`config.mk`:
```
export PLATFORM = sky130hd
export DESIGN_NAME = rename_stage
export DESIGN_NICKNAME = d
export VERILOG_FILES = /design/src/rtl/rename_stage_pkg.sv /design/src/rtl/rename_stage_free_pick.sv /design/src/rtl/rename_stage.sv
export SDC_FILE = /design/constraint.sdc
export NUM_CORES = 1
export LEC_CHECK = 0
export ABC_AREA = 1
export BUFFER_PORTS_ARGS = -buffer_cell sky130_fd_sc_hd__buf_2
export CORE_AREA = 4 4 225 227
export DETAILED_ROUTE_END_ITERATION = 16
export DIE_AREA = 0 0 229 231
export PLACE_DENSITY_LB_ADDON = 0.3
export SETUP_SLACK_MARGIN = 0.05
export SLEW_MARGIN = 5
export SYNTH_ARGS = -nofsm -noshare
export SYNTH_HDL_FRONTEND = slang
export SYNTH_SLANG_ARGS = --single-unit
```
`constraint.sdc`:
```
create_clock -name CLK -period 9.3 [get_ports CLK]
set_input_delay 1.86 -clock CLK [delete_from_list [all_inputs] [get_ports CLK]]
set_output_delay 1.86 -clock CLK [all_outputs]
set_load 0.01 [all_outputs]
```
`src/rtl/rename_stage_pkg.sv`:
```
// Shared rename-stage constants: slot geometry, payload width and tag layout.
package rename_stage_pkg;
  localparam int RP    = 4;       // rename slots per architectural register
  localparam int RB    = 2;       // slot index width, log2(RP)
  localparam int PW    = 64;      // opaque decode payload width
  localparam int NARCH = 32;      // architectural register count
  localparam int TAG_W = 5 + RB;  // physical tag {arch_idx, slot}
endpackage

```
`src/rtl/rename_stage_free_pick.sv`:
```
// Lowest-free-slot priority encoder over one architectural register's used bitmap.
module rn_free_pick #(
  parameter int RP = 4,
  parameter int RB = 2
) (
  input  logic [RP-1:0] usedVec,
  output logic [RB-1:0] freeIdx,
  output logic          hasFree
);

  // Scan from the top down so the lowest clear bit wins.
  always_comb begin
    freeIdx = '0;
    hasFree = 1'b0;
    for (int i = RP - 1; i >= 0; i--) begin
      if (!usedVec[i]) begin
        freeIdx = RB'(i);
        hasFree = 1'b1;
      end
    end
  end

endmodule

```
`src/rtl/rename_stage.sv`:
```
// Single-issue rename stage: maps sources through the rename-active pointers, allocates
// a free slot for rd and holds the renamed op in a one-entry valid/ready register.
module rename_stage
  import rename_stage_pkg::*;
(
  input  logic                  CLK,
  input  logic                  RST,
  input  logic                  flush,
  input  logic                  dec_valid,
  output logic                  dec_ready,
  input  logic [4:0]            dec_rd,
  input  logic                  dec_rd_wen,
  input  logic [4:0]            dec_rs1,
  input  logic [4:0]            dec_rs2,
  input  logic [PW-1:0]         dec_info,
  input  logic [RB*NARCH-1:0]   rnAct_X_qout,
  input  logic [RP*NARCH-1:0]   rnBufU_qout,
  output logic [RB*NARCH-1:0]   rnAct_X_dnxt,
  output logic [RP*NARCH-1:0]   rnBufU_rename_set,
  output logic                  rn_valid,
  input  logic                  rn_ready,
  output logic [TAG_W-1:0]      rn_rd_tag,
  output logic [TAG_W-1:0]      rn_rs1_tag,
  output logic [TAG_W-1:0]      rn_rs2_tag,
  output logic [PW-1:0]         rn_info,
  output logic [31:0]           stall_cnt
);

  logic [RP-1:0]    rdUsed;
  logic [RB-1:0]    freeSlot;
  logic             anyFree;
  logic             needAlloc;
  logic             hasFree;
  logic             slotOk;
  logic             accept;
  logic             stallHit;
  logic [RB-1:0]    rs1Slot;
  logic [RB-1:0]    rs2Slot;
  logic [TAG_W-1:0] rdTagNext;

  assign rdUsed = rnBufU_qout[RP*dec_rd +: RP];

  rn_free_pick #(.RP(RP), .RB(RB)) uFreePick (
    .usedVec (rdUsed),
    .freeIdx (freeSlot),
    .hasFree (anyFree)
  );

  // x0 is never renamed, so its sources always read slot 0 and its writes allocate nothing.
  assign needAlloc = dec_rd_wen && (dec_rd != 5'd0);
  assign hasFree   = anyFree || !needAlloc;
  assign slotOk    = !rn_valid || rn_ready;
  assign dec_ready = slotOk && hasFree && !flush && !RST;
  assign accept    = dec_valid && dec_ready;
  assign stallHit  = dec_valid && slotOk && !flush && !RST && needAlloc && !anyFree;

  // Sources see the pointers before this op's own rename, so rs==rd yields the old slot.
  assign rs1Slot   = (dec_rs1 == 5'd0) ? '0 : rnAct_X_qout[RB*dec_rs1 +: RB];
  assign rs2Slot   = (dec_rs2 == 5'd0) ? '0 : rnAct_X_qout[RB*dec_rs2 +: RB];
  assign rdTagNext = needAlloc ? {dec_rd, freeSlot} : '0;

  // Allocation pulse toward phyRegister; pointers pass through unless this op allocates.
  always_comb begin
    rnAct_X_dnxt      = rnAct_X_qout;
    rnBufU_rename_set = '0;
    if (accept && needAlloc) begin
      rnAct_X_dnxt[RB*dec_rd +: RB]         = freeSlot;
      rnBufU_rename_set[RP*dec_rd + freeSlot] = 1'b1;
    end
  end

  // Output pipeline register; flush beats both accept and dispatch handshake.
  always_ff @(posedge CLK) begin
    if (RST) begin
      rn_valid   <= 1'b0;
      rn_rd_tag  <= '0;
      rn_rs1_tag <= '0;
      rn_rs2_tag <= '0;
      rn_info    <= '0;
    end else if (flush) begin
      rn_valid <= 1'b0;
    end else if (accept) begin
      rn_valid   <= 1'b1;
      rn_rd_tag  <= rdTagNext;
      rn_rs1_tag <= {dec_rs1, rs1Slot};
      rn_rs2_tag <= {dec_rs2, rs2Slot};
      rn_info    <= dec_info;
    end else if (rn_ready) begin
      rn_valid <= 1'b0;
    end
  end

  // Saturating count of cycles lost to an exhausted rd slot pool.
  always_ff @(posedge CLK) begin
    if (RST) begin
      stall_cnt <= '0;
    end else if (stallHit && (stall_cnt != '1)) begin
      stall_cnt <= stall_cnt + 32'd1;
    end
  end

endmodule

```
# After elaboration in Yosys (flattened, before gate mapping)

Index checks and enable logic that the tools add are counted.

Register bits: 118
Output and inout bits: 311
Word-level logic and storage cells: 62

Add/sub/neg operators: 3
Magnitude comparators: 2
Equal/unequal tests: 1
Shift operators: 5
Muxes and demuxes: 18
Bitwise operators: 1
Reduce and logical (&&, ||, !) cells: 26

Operator list:

| operator                  | number |
|---|---|
| $mux W128                 | 1 |
| $shiftx A128 B8 Y4        | 1 |
| $shiftx A64 B7 Y2         | 2 |
| $bwmux W64                | 1 |
| $mux W64                  | 1 |
| $shift A2 B34 Y64 const A | 1 |
| $shiftx A2 B34 Y64        | 1 |
| $neg A6 Y34               | 1 |
| $add A32 B1 Y32 const B   | 1 |
| $ne A32 B32 Y1 const B    | 1 |
| $logic_and A1 B1 Y1       | 13 |
| $mux W2                   | 6 |
| $logic_not A5 Y1          | 2 |
| $add A7 B2 Y8             | 1 |
| $ge A8 B1 Y1 const B      | 1 |
| $lt A8 B8 Y1 const B      | 1 |
| $demux W1 S7              | 1 |
| $mux W1                   | 7 |
| $mux W7                   | 1 |
| $logic_not A1 Y1          | 5 |
| $reduce_bool A5 Y1        | 1 |
| $logic_or A1 B1 Y1        | 2 |
| $reduce_and A2 Y1         | 1 |
| $reduce_bool A2 Y1        | 1 |
| other kinds (2)           | 2 |

# Depth between registers and ports, before layout

Gate-level depths: netlist of the first run.

Depth in word-level cells: 12
Mapped depth: 18
Depth with buffers taken out: 15

# Cells and area by module

From an unflattened synthesis of the first run, not the netlist that was laid out.

Cells, all modules: 1729
Area total of the unflattened synthesis: 9432.8 µm²

Modules (own cells, without submodules):

| module       | times used | cells an instance | area an instance (µm²) | sequential area each (µm²) |
|---|---|---|---|---|
| rename_stage | 1          | 1720              | 9396.5                 | 2362.3 |
| rn_free_pick | 1          | 9                 | 36.3                   | 0.0 |

# Worst setup path after synthesis of the first run

No wires, ideal clock.

Path kind: input-to-output
From: input dec_rd[0]
To: output rnAct_X_dnxt[54]
Arrival time: 3980 ps
Path slack: 3460 ps
Stages on the path: 14
Path buffers: 3
Cells stage by stage: buf_2 -> clkinv_2 -> buf_4 -> ha_1 -> nand2_1 -> nor2_1 -> ha_1 -> or2_2 -> inv_1 -> nand4_1 -> buf_2 -> nor2_1 -> nand2_1 -> nand2_1

Cells in the longest elaborated chain, start to end: 12

Ends and longest elaborated chain:

| item                             | RTL line                     | RTL |
|---|---|---|
| start, declared                  | rename_stage.sv:11           | `input logic [4:0] dec_rd,` |
| $shiftx A128 B8 Y4               | rename_stage.sv:41           | `assign rdUsed = rnBufU_qout[RP*dec_rd +: RP];` |
| $mux W1 (4 in a row)             | rename_stage_free_pick.sv:16 | `if (!usedVec[i]) begin` |
| $logic_or A1 B1 Y1               | rename_stage.sv:51           | `assign hasFree = anyFree \|\| !needAlloc;` |
| $logic_and A1 B1 Y1 (3 in a row) | rename_stage.sv:53           | `assign dec_ready = slotOk && hasFree && !flush && !RST;` |
| $logic_and A1 B1 Y1              | rename_stage.sv:54           | `assign accept = dec_valid && dec_ready;` |
| $logic_and A1 B1 Y1              | rename_stage.sv:66           | `if (accept && needAlloc) begin` |
| $mux W64 *                       | rename_stage.sv:66           |  |
| end, declared                    | rename_stage.sv:18           | `output logic [RB*NARCH-1:0] rnAct_X_dnxt,` |

Every way passes the cells marked *; elsewhere a longest branch is shown, timed or not.

# Worst setup path after layout of the first run

From: input dec_rd[0]
To: output rnAct_X_dnxt[50]

The elaborated chain is that of the path after synthesis.

==> qor.yml, run 1 <==
synthCells: 1872
critPathLaunchType: "input port"
setup_violations: 0
fin_nets: 2670
ant_nets: 0
first_iter_violations: 1153
grt_antenna_before_repair: 3
reg2reg_from: "stall_cnt[4]"
worstHoldPathType: "reg2reg"
cts_hold_buf: 0
tns_ps: 0
rows: 81
via_per_inst: 4.77
reg2reg_depth: 10
clk_latency_ps: 420
cts-resized-gates: 0
clockBufferDepth: 2
crit_start: "dec_rd[0]"
ff2ff_setup_slack_ps: 5860
relSlewSlack: 0.254
route.met2.wl_mm: 26.4
synthFlopType: "dfxtp_1"
multi_input_comb_area_um2: 6460
grt_max_degree: 92
cts_setup_buffers: 0
gp_congestion: 1.05
seq_area_frac_synth: 0.235
maxCapViolations: 0
worstPathRequired_ps: 7440
n_fill_cell: 5585
synth_edf_count: 0
grt_pass1_vias: 13800
area_growth_pct: 39.6
core_region_area_um2: 48600
hold_depth: 2
final_common_cell: "buf_2"
finClkSkew_ps: 5.58
initial_utilization: 0.206
io_buffers: 587
syn_avg_cell_area_um2: 5.36
die_area_um2: 52900
synth_area_um2: 10000
drive_gt1_frac: 0.275
critPathMaxFanout: 79
routedWlPerCell_um: 18.5
async_flop_share: 0
ios: 588
leakage_nw: 7.24
fp.dieW_um: 229
fin_crit_ps: 7550
path_clk_slew_ps: 60
clkSinkCount: 118
cp.arrival_ps: 5690
peakVddDrop_v: 0.000119
end_kind: "output port"
synth_nets: 2152
htreeDepth: 4
grtUsageTotal: 0.199
grt_overflow: 0
wl_met3_mm: 3.72
timing.hold.ws_ps: 466
synthDistinctLibCells: 41
timing.fmax_ghz: 0.133
grt_pass1_wl_mm: 82.5
rsz0062_at_grt: "false"
ff_latch_area_um2: 2360
power_density_nw_per_um2: 117
cts_tree: "built"
hold_viol: 0
final.period_utilization: 0.811
dr.pass1.iters: 5
timing.final.max_slew_violations: 0
ys_seq_elements: 118
ys_warn_count: 0
cts_buffers: 17
fp.dieH_um: 231
worst-setup-path-type: "in2out"
drcViolationCount: 0
met1Wirelength_mm: 23.7
cts_root_buf: "clkbuf_16"
final_cell_mix: "buf_2 (587), nand2_1 (497), nor2_1 (454)"
top_layer_used: "met5"
worst_slew_pin_slew_ps: 1110
num_vias: 14400
hpwlAfterDp_mm: 44.9
r2r-end: "stall_cnt[30]"
crit_path_end: "rnAct_X_dnxt[50]"
status: "finished, final reports clean"
drt_wl_total_mm: 56.0
## metal layers
layer  vias to the layer above  global-route usage
li1                       6994                   -
met4                         2              0.0780
met1                      6687               0.256
met5                         -                   0
met2                       662               0.334
met3                        99              0.0315
## through the flow
stage | cells | util | power, mW | instance area (um2) | setup slack (ps)
global placement | 2993 | 0.275 | 0.944 | 13400 | 1750
finish | 3027 | 0.288 | 1.65 | 14000 | 1750
CTS | 3025 | 0.288 | 1.67 | 14000 | 1710
detailed placement | 2993 | 0.275 | 0.946 | 13400 | 1720
floorplan | 1872 | - | 0.760 | 10000 | 3460
global route | 3026 | 0.288 | 1.73 | 14000 | 1370
## worst max-delay path: stages
cell and delay (ps):
buf_2 80, buf_4 620, clkinv_2 140, ha_1 260, nand2_1 80, nor2_1 50
ha_1 290, or2_2 300, inv_1 390, nand4_1 750, nor2_1 480, nand2_1 100
nand2_1 120, buf_2 130
## where the power goes
part	switching, mW	internal (mW)
Sequential	0.00877	0.525
Clock	0.252	0.457
Combinational	0.268	0.135
Total	0.529	1.12
## cells in the mapped netlist, types with 2 or more instances
library cell / count / area share
and3_1: 2 / 0.0012
nand3_1: 114 / 0.057
buf_4: 8 / 0.0060
ha_1: 3 / 0.0037
nand3_2: 3 / 0.0030
dfxtp_1: 118 / 0.24
buf_2: 42 / 0.021
inv_1: 186 / 0.070
xor2_1: 13 / 0.011
inv_2: 7 / 0.0026
o221ai_1: 15 / 0.013
o211ai_1: 6 / 0.0045
nand2_1: 497 / 0.19
o21ai_1: 57 / 0.028
o22ai_1: 2 / 0.0012
xnor2_1: 6 / 0.0052
nand4_1: 68 / 0.042
nor2_4: 2 / 0.0022
clkinv_1: 3 / 0.0011
clkbuf_1: 46 / 0.017
or2_2: 2 / 0.0012
nor2_2: 4 / 0.0025
a21oi_1: 56 / 0.028
buf_6: 4 / 0.0045
nor4_1: 5 / 0.0031
nor3_1: 23 / 0.011
nor2_1: 454 / 0.17
o21ai_0: 104 / 0.052
nand3b_1: 5 / 0.0037
nand2_2: 6 / 0.0037
## kinds of logic after synthesis
logic type	after synthesis	synth area share
AO/OA/AOI/OAI	247	0.133
XOR/XNOR	19	0.0166
adder cells (fa/ha/maj)	3	0.00374
buffers and inverters	298	0.123
flip-flops	118	0.235
AND/OR/NAND/NOR	1187	0.489
## worst min path at each step
stage | start | to | slack [ps]
CTS | rn_rd_tag[5] | rn_rd_tag[5] | 470
finish | rn_rd_tag[5] | rn_rd_tag[5] | 470
global placement | rn_info[40] | rn_info[40] | 460
global route | rn_rd_tag[6] | rn_rd_tag[6] | 490
floorplan | rn_rd_tag[1] | rn_rd_tag[1] | 490
detailed placement | rn_rd_tag[5] | rn_rd_tag[5] | 460
## area by class of cell
class	instances	share of cell area
multi-input cells	1456	0.461
repair buffers	600	0.217
flip-flops and latches	118	0.169
well taps	622	0.0555
inverters	197	0.0528
clock buffers	18	0.0313
clock inverters	14	0.0143
diodes	2	0.000357
## registers in the layout, indices dropped and copies added (netlist names)
| signal | cells |
|---|---|
| rn_info | 64 |
| stall_cnt | 32 |
| rn_rd_tag | 7 |
| rn_rs1_tag | 7 |
| rn_rs2_tag | 7 |
| rn_valid | 1 |
No activity file was read; power rests on OpenSTA's default activity.
==> run 2, diff against run 1 <==
--- a/config.mk
+++ b/config.mk
@@ -5,11 +5,11 @@
 export SDC_FILE = /design/constraint.sdc
 export NUM_CORES = 1
 export LEC_CHECK = 0
-export ABC_AREA = 1
+export ABC_AREA = 0
 export BUFFER_PORTS_ARGS = -buffer_cell sky130_fd_sc_hd__buf_2
-export CORE_AREA = 4 4 225 227
+export CORE_AREA = 4 4 229 231
 export DETAILED_ROUTE_END_ITERATION = 16
-export DIE_AREA = 0 0 229 231
+export DIE_AREA = 0 0 233 235
 export PLACE_DENSITY_LB_ADDON = 0.3
 export SETUP_SLACK_MARGIN = 0.05
 export SLEW_MARGIN = 5
==> constraint.sdc (replaced) <==
create_clock -name CLK -period 6.9 [get_ports CLK]
set_input_delay 1.38 -clock CLK [delete_from_list [all_inputs] [get_ports CLK]]
set_output_delay 1.38 -clock CLK [all_outputs]
set_load 0.01 [all_outputs]
==> run 2 against run 1 <==
Effect of this change:
- final area down 8.3%
- sequential power increased by 33%
- die area rose by 3.5%
- global-route usage decreased by 2.4 points
- clock skew grew 3.4 ps
- first-iteration DRC count down 49%
- cell count shrank 25%
- non-clock buffer count is 15 higher
- count of clock-buffer cells in the layout is the same
- clock power is 32% higher
- largest power group unchanged
==> qor.yml, run 2 <==
grt_pass1_wl_mm: 71.6  # -13%
grt_pass1_vias: 10400  # -25%
p_clk_frac: 0.434  # +0.003
drcViolationCount: 0  # unchanged
via_per_inst: 4.55  # -4.6%
multi_input_comb_area_um2: 5810  # -10%
seqPwrFrac: 0.327  # +0.003
post-place-ws_ps: 158  # -1560 ps
fin_crit_ps: 6690
initial_utilization: 0.171  # -0.0359
worstHoldStart: "rn_info[45]"
timing.final.max_slew_violations: 0  # unchanged
clk_latency_ps: 430  # about the same
hold_viol: 0  # unchanged
end_kind: "output port"
rsz0062_at_grt: "false"
reg2reg_from: "rn_valid"
p_comb_frac: 0.240  # -0.005
fp.dieW_um: 233  # +1.7%
grtUsageTotal: 0.175  # -0.0235
clkSinkCount: 118  # unchanged
timing.fmax_ghz: 0.150
cp.arrival_ps: 5310  # -380 ps
tns_ps: 0  # unchanged
worst_slew_pin_slew_ps: 1130  # +18.7 ps
ys_top_cells_by_count: "nand2_1 (197), nor2_1 (185), dfxtp_1 (118)"
grt_overflow: 0  # unchanged
n_fill_cell: 5587  # +0.036%
synth_top_area_share: 0.277  # +0.0414
ys_seq_elements: 118  # unchanged
yosysTopAreaCell: "dfxtp_1"
maxCapViolations: 0  # unchanged
cts_buffers: 17  # unchanged
die_area_um2: 54800  # +3.5%
hpwlAfterDp_mm: 41.1  # -8.5%
io_buffers: 587  # unchanged
async_flop_share: 0  # unchanged
htreeDepth: 4  # unchanged
reg.largest.list: "rn_info (64), stall_cnt (32)"
power_density_nw_per_um2: 169  # +44%
final_cell_mix: "buf_2 (586), nand2_1 (197), nor2_1 (185)"
worstPathRequired_ps: 5520  # -1920 ps
total_power_mw: 2.17  # +32%
relSlewSlack: 0.247  # -0.00756
critPathMaxFanout: 10  # -87%
final.period_utilization: 0.969
status: "finished, final reports clean"
grt_antenna_before_repair: 4  # +1
finClkSkew_ps: 8.93  # +3.36 ps
critPathLaunchType: "input port"
first_iter_violations: 589  # -49%
cts_setup_buffers: 0  # unchanged
r2r-end: "stall_cnt[22]"
synthDistinctLibCells: 51  # +24%
seq_area_frac_synth: 0.277  # +0.0414
ff2ff_setup_slack_ps: 3310  # -2550 ps
grt_max_degree: 79  # -14%
layout_setup_ws_ps: 214  # -1540 ps
path_clk_slew_ps: 50  # about the same
fin_nets: 1861  # -30%
final_common_cell: "buf_2"
drive_gt1_frac: 0.498  # +0.223
ff_latch_area_um2: 2360  # unchanged
synth_nets: 1307  # -39%
synthCells: 1027  # -45%
setup_violations: 0  # unchanged
gp_congestion: 0.911  # -13%
area_growth_pct: 50.6
worst-setup-path-type: "in2out"
peakVddDrop_v: 0.000161  # +35%
syn_avg_cell_area_um2: 8.31  # +55%
hold_depth: 2  # unchanged
drt_wl_total_mm: 50.1  # -11%
synthFlopType: "dfxtp_1"
cts_root_buf: "clkbuf_16"
ios: 588  # unchanged
routedWlPerCell_um: 22.1  # +19%
ys_top_cells_by_area: "dfxtp_1 (28%), mux4_2 (21%), nand2_1 (8.7%), nor2_1 (8.1%), mux2_2 (6.1%)"
synth_edf_count: 0  # unchanged
reg2reg_depth: 8  # -2
regMostFlops: "rn_info"
num_vias: 10300  # -29%
hold_path_end: "rn_info[45]"
ys_warn_count: 0  # unchanged
rows: 82  # +1.2%
switching_power_mw: 0.663  # +25%
internal_power_mw: 1.50  # +35%
fp.dieH_um: 235  # +1.7%
cts_tree: "built"
core_region_area_um2: 50100  # +2.9%
largest_register_ffs: 64  # unchanged
worstHoldPathType: "reg2reg"
switching_share: 0.306  # -0.0152
leakage_nw: 5.66  # -22%
yosysMostFrequentCell: "nand2_1"
dr.pass1.iters: 5  # unchanged
synth_area_um2: 8540  # -15%
ant_nets: 0  # unchanged
clockBufferDepth: 2  # unchanged
## run 2: logic make-up after synthesis
family          synth area share
xor+xnor                  0.0174
simple gates               0.264
flops                      0.277
buf+inv                   0.0466
compound gates             0.108
fa+ha+maj                0.00440
mux                        0.283
## run 2: stage by stage
step                      hold WS (ps)   util  area, um2  cells
final                              449  0.257      12900   2267
after global routing               465  0.257      12900   2266
after CTS                          452  0.256      12800   2266
after detailed placement           443  0.244      12200   2234
after global placement             439  0.244      12200   2234
after floorplan                    481      -       8540   1027
## run 2: what timing repair did
action,4_1_cts,5_1_grt
setup endpoints to repair,0,4
gates resized for setup,0,2
hold buffers,0,0
## run 2: final cells by class
class,count,area share
well taps,672,0.0654
multi-input cells,822,0.452
clock inverters,14,0.0137
inverters,7,0.00204
clock buffers,18,0.0342
repair buffers,615,0.249
flip-flops and latches,118,0.184
diodes,1,0.000195
## run 2: worst max-delay path by stage
stage | start | to | cells after the start
floorplan | dec_rd[1] | rnAct_X_dnxt[56] | 16
global placement | dec_rd[0] | rnAct_X_dnxt[47] | 10
detailed placement | dec_rd[0] | rnAct_X_dnxt[43] | 10
CTS | dec_rd[0] | rnAct_X_dnxt[43] | 10
global route | dec_rd[0] | rnAct_X_dnxt[45] | 14
finish | dec_rd[0] | rnAct_X_dnxt[40] | 14
## run 2: worst max-delay path, stage by stage
cell and delay (ps):
buf_2 200, inv_1 140, ha_1 240, nand2_1 110
inv_1 60, ha_1 180, nand2b_1 150, or4_1 540
or3_1 390, buf_4 220, nand2b_1 320, nor3_1 800
mux2_2 430, buf_2 140
## run 2: routing by layer
layer	GRT usage	up-vias	share of wire
li1	-	4789	-
met1	0.218	5025	0.42
met2	0.311	464	0.50
met3	0.0320	40	0.061
met4	0.0451	0	0.017
met5	0	-	0
## run 2: power groups by stage
stage,clock [mW],sequential [mW],combinational (mW)
final,0.940,0.708,0.519
after detailed placement,0,0.723,0.525
after floorplan,0,0.731,0.256
after global routing,0.996,0.710,0.561
after CTS,0.975,0.708,0.527
after global placement,0,0.723,0.522
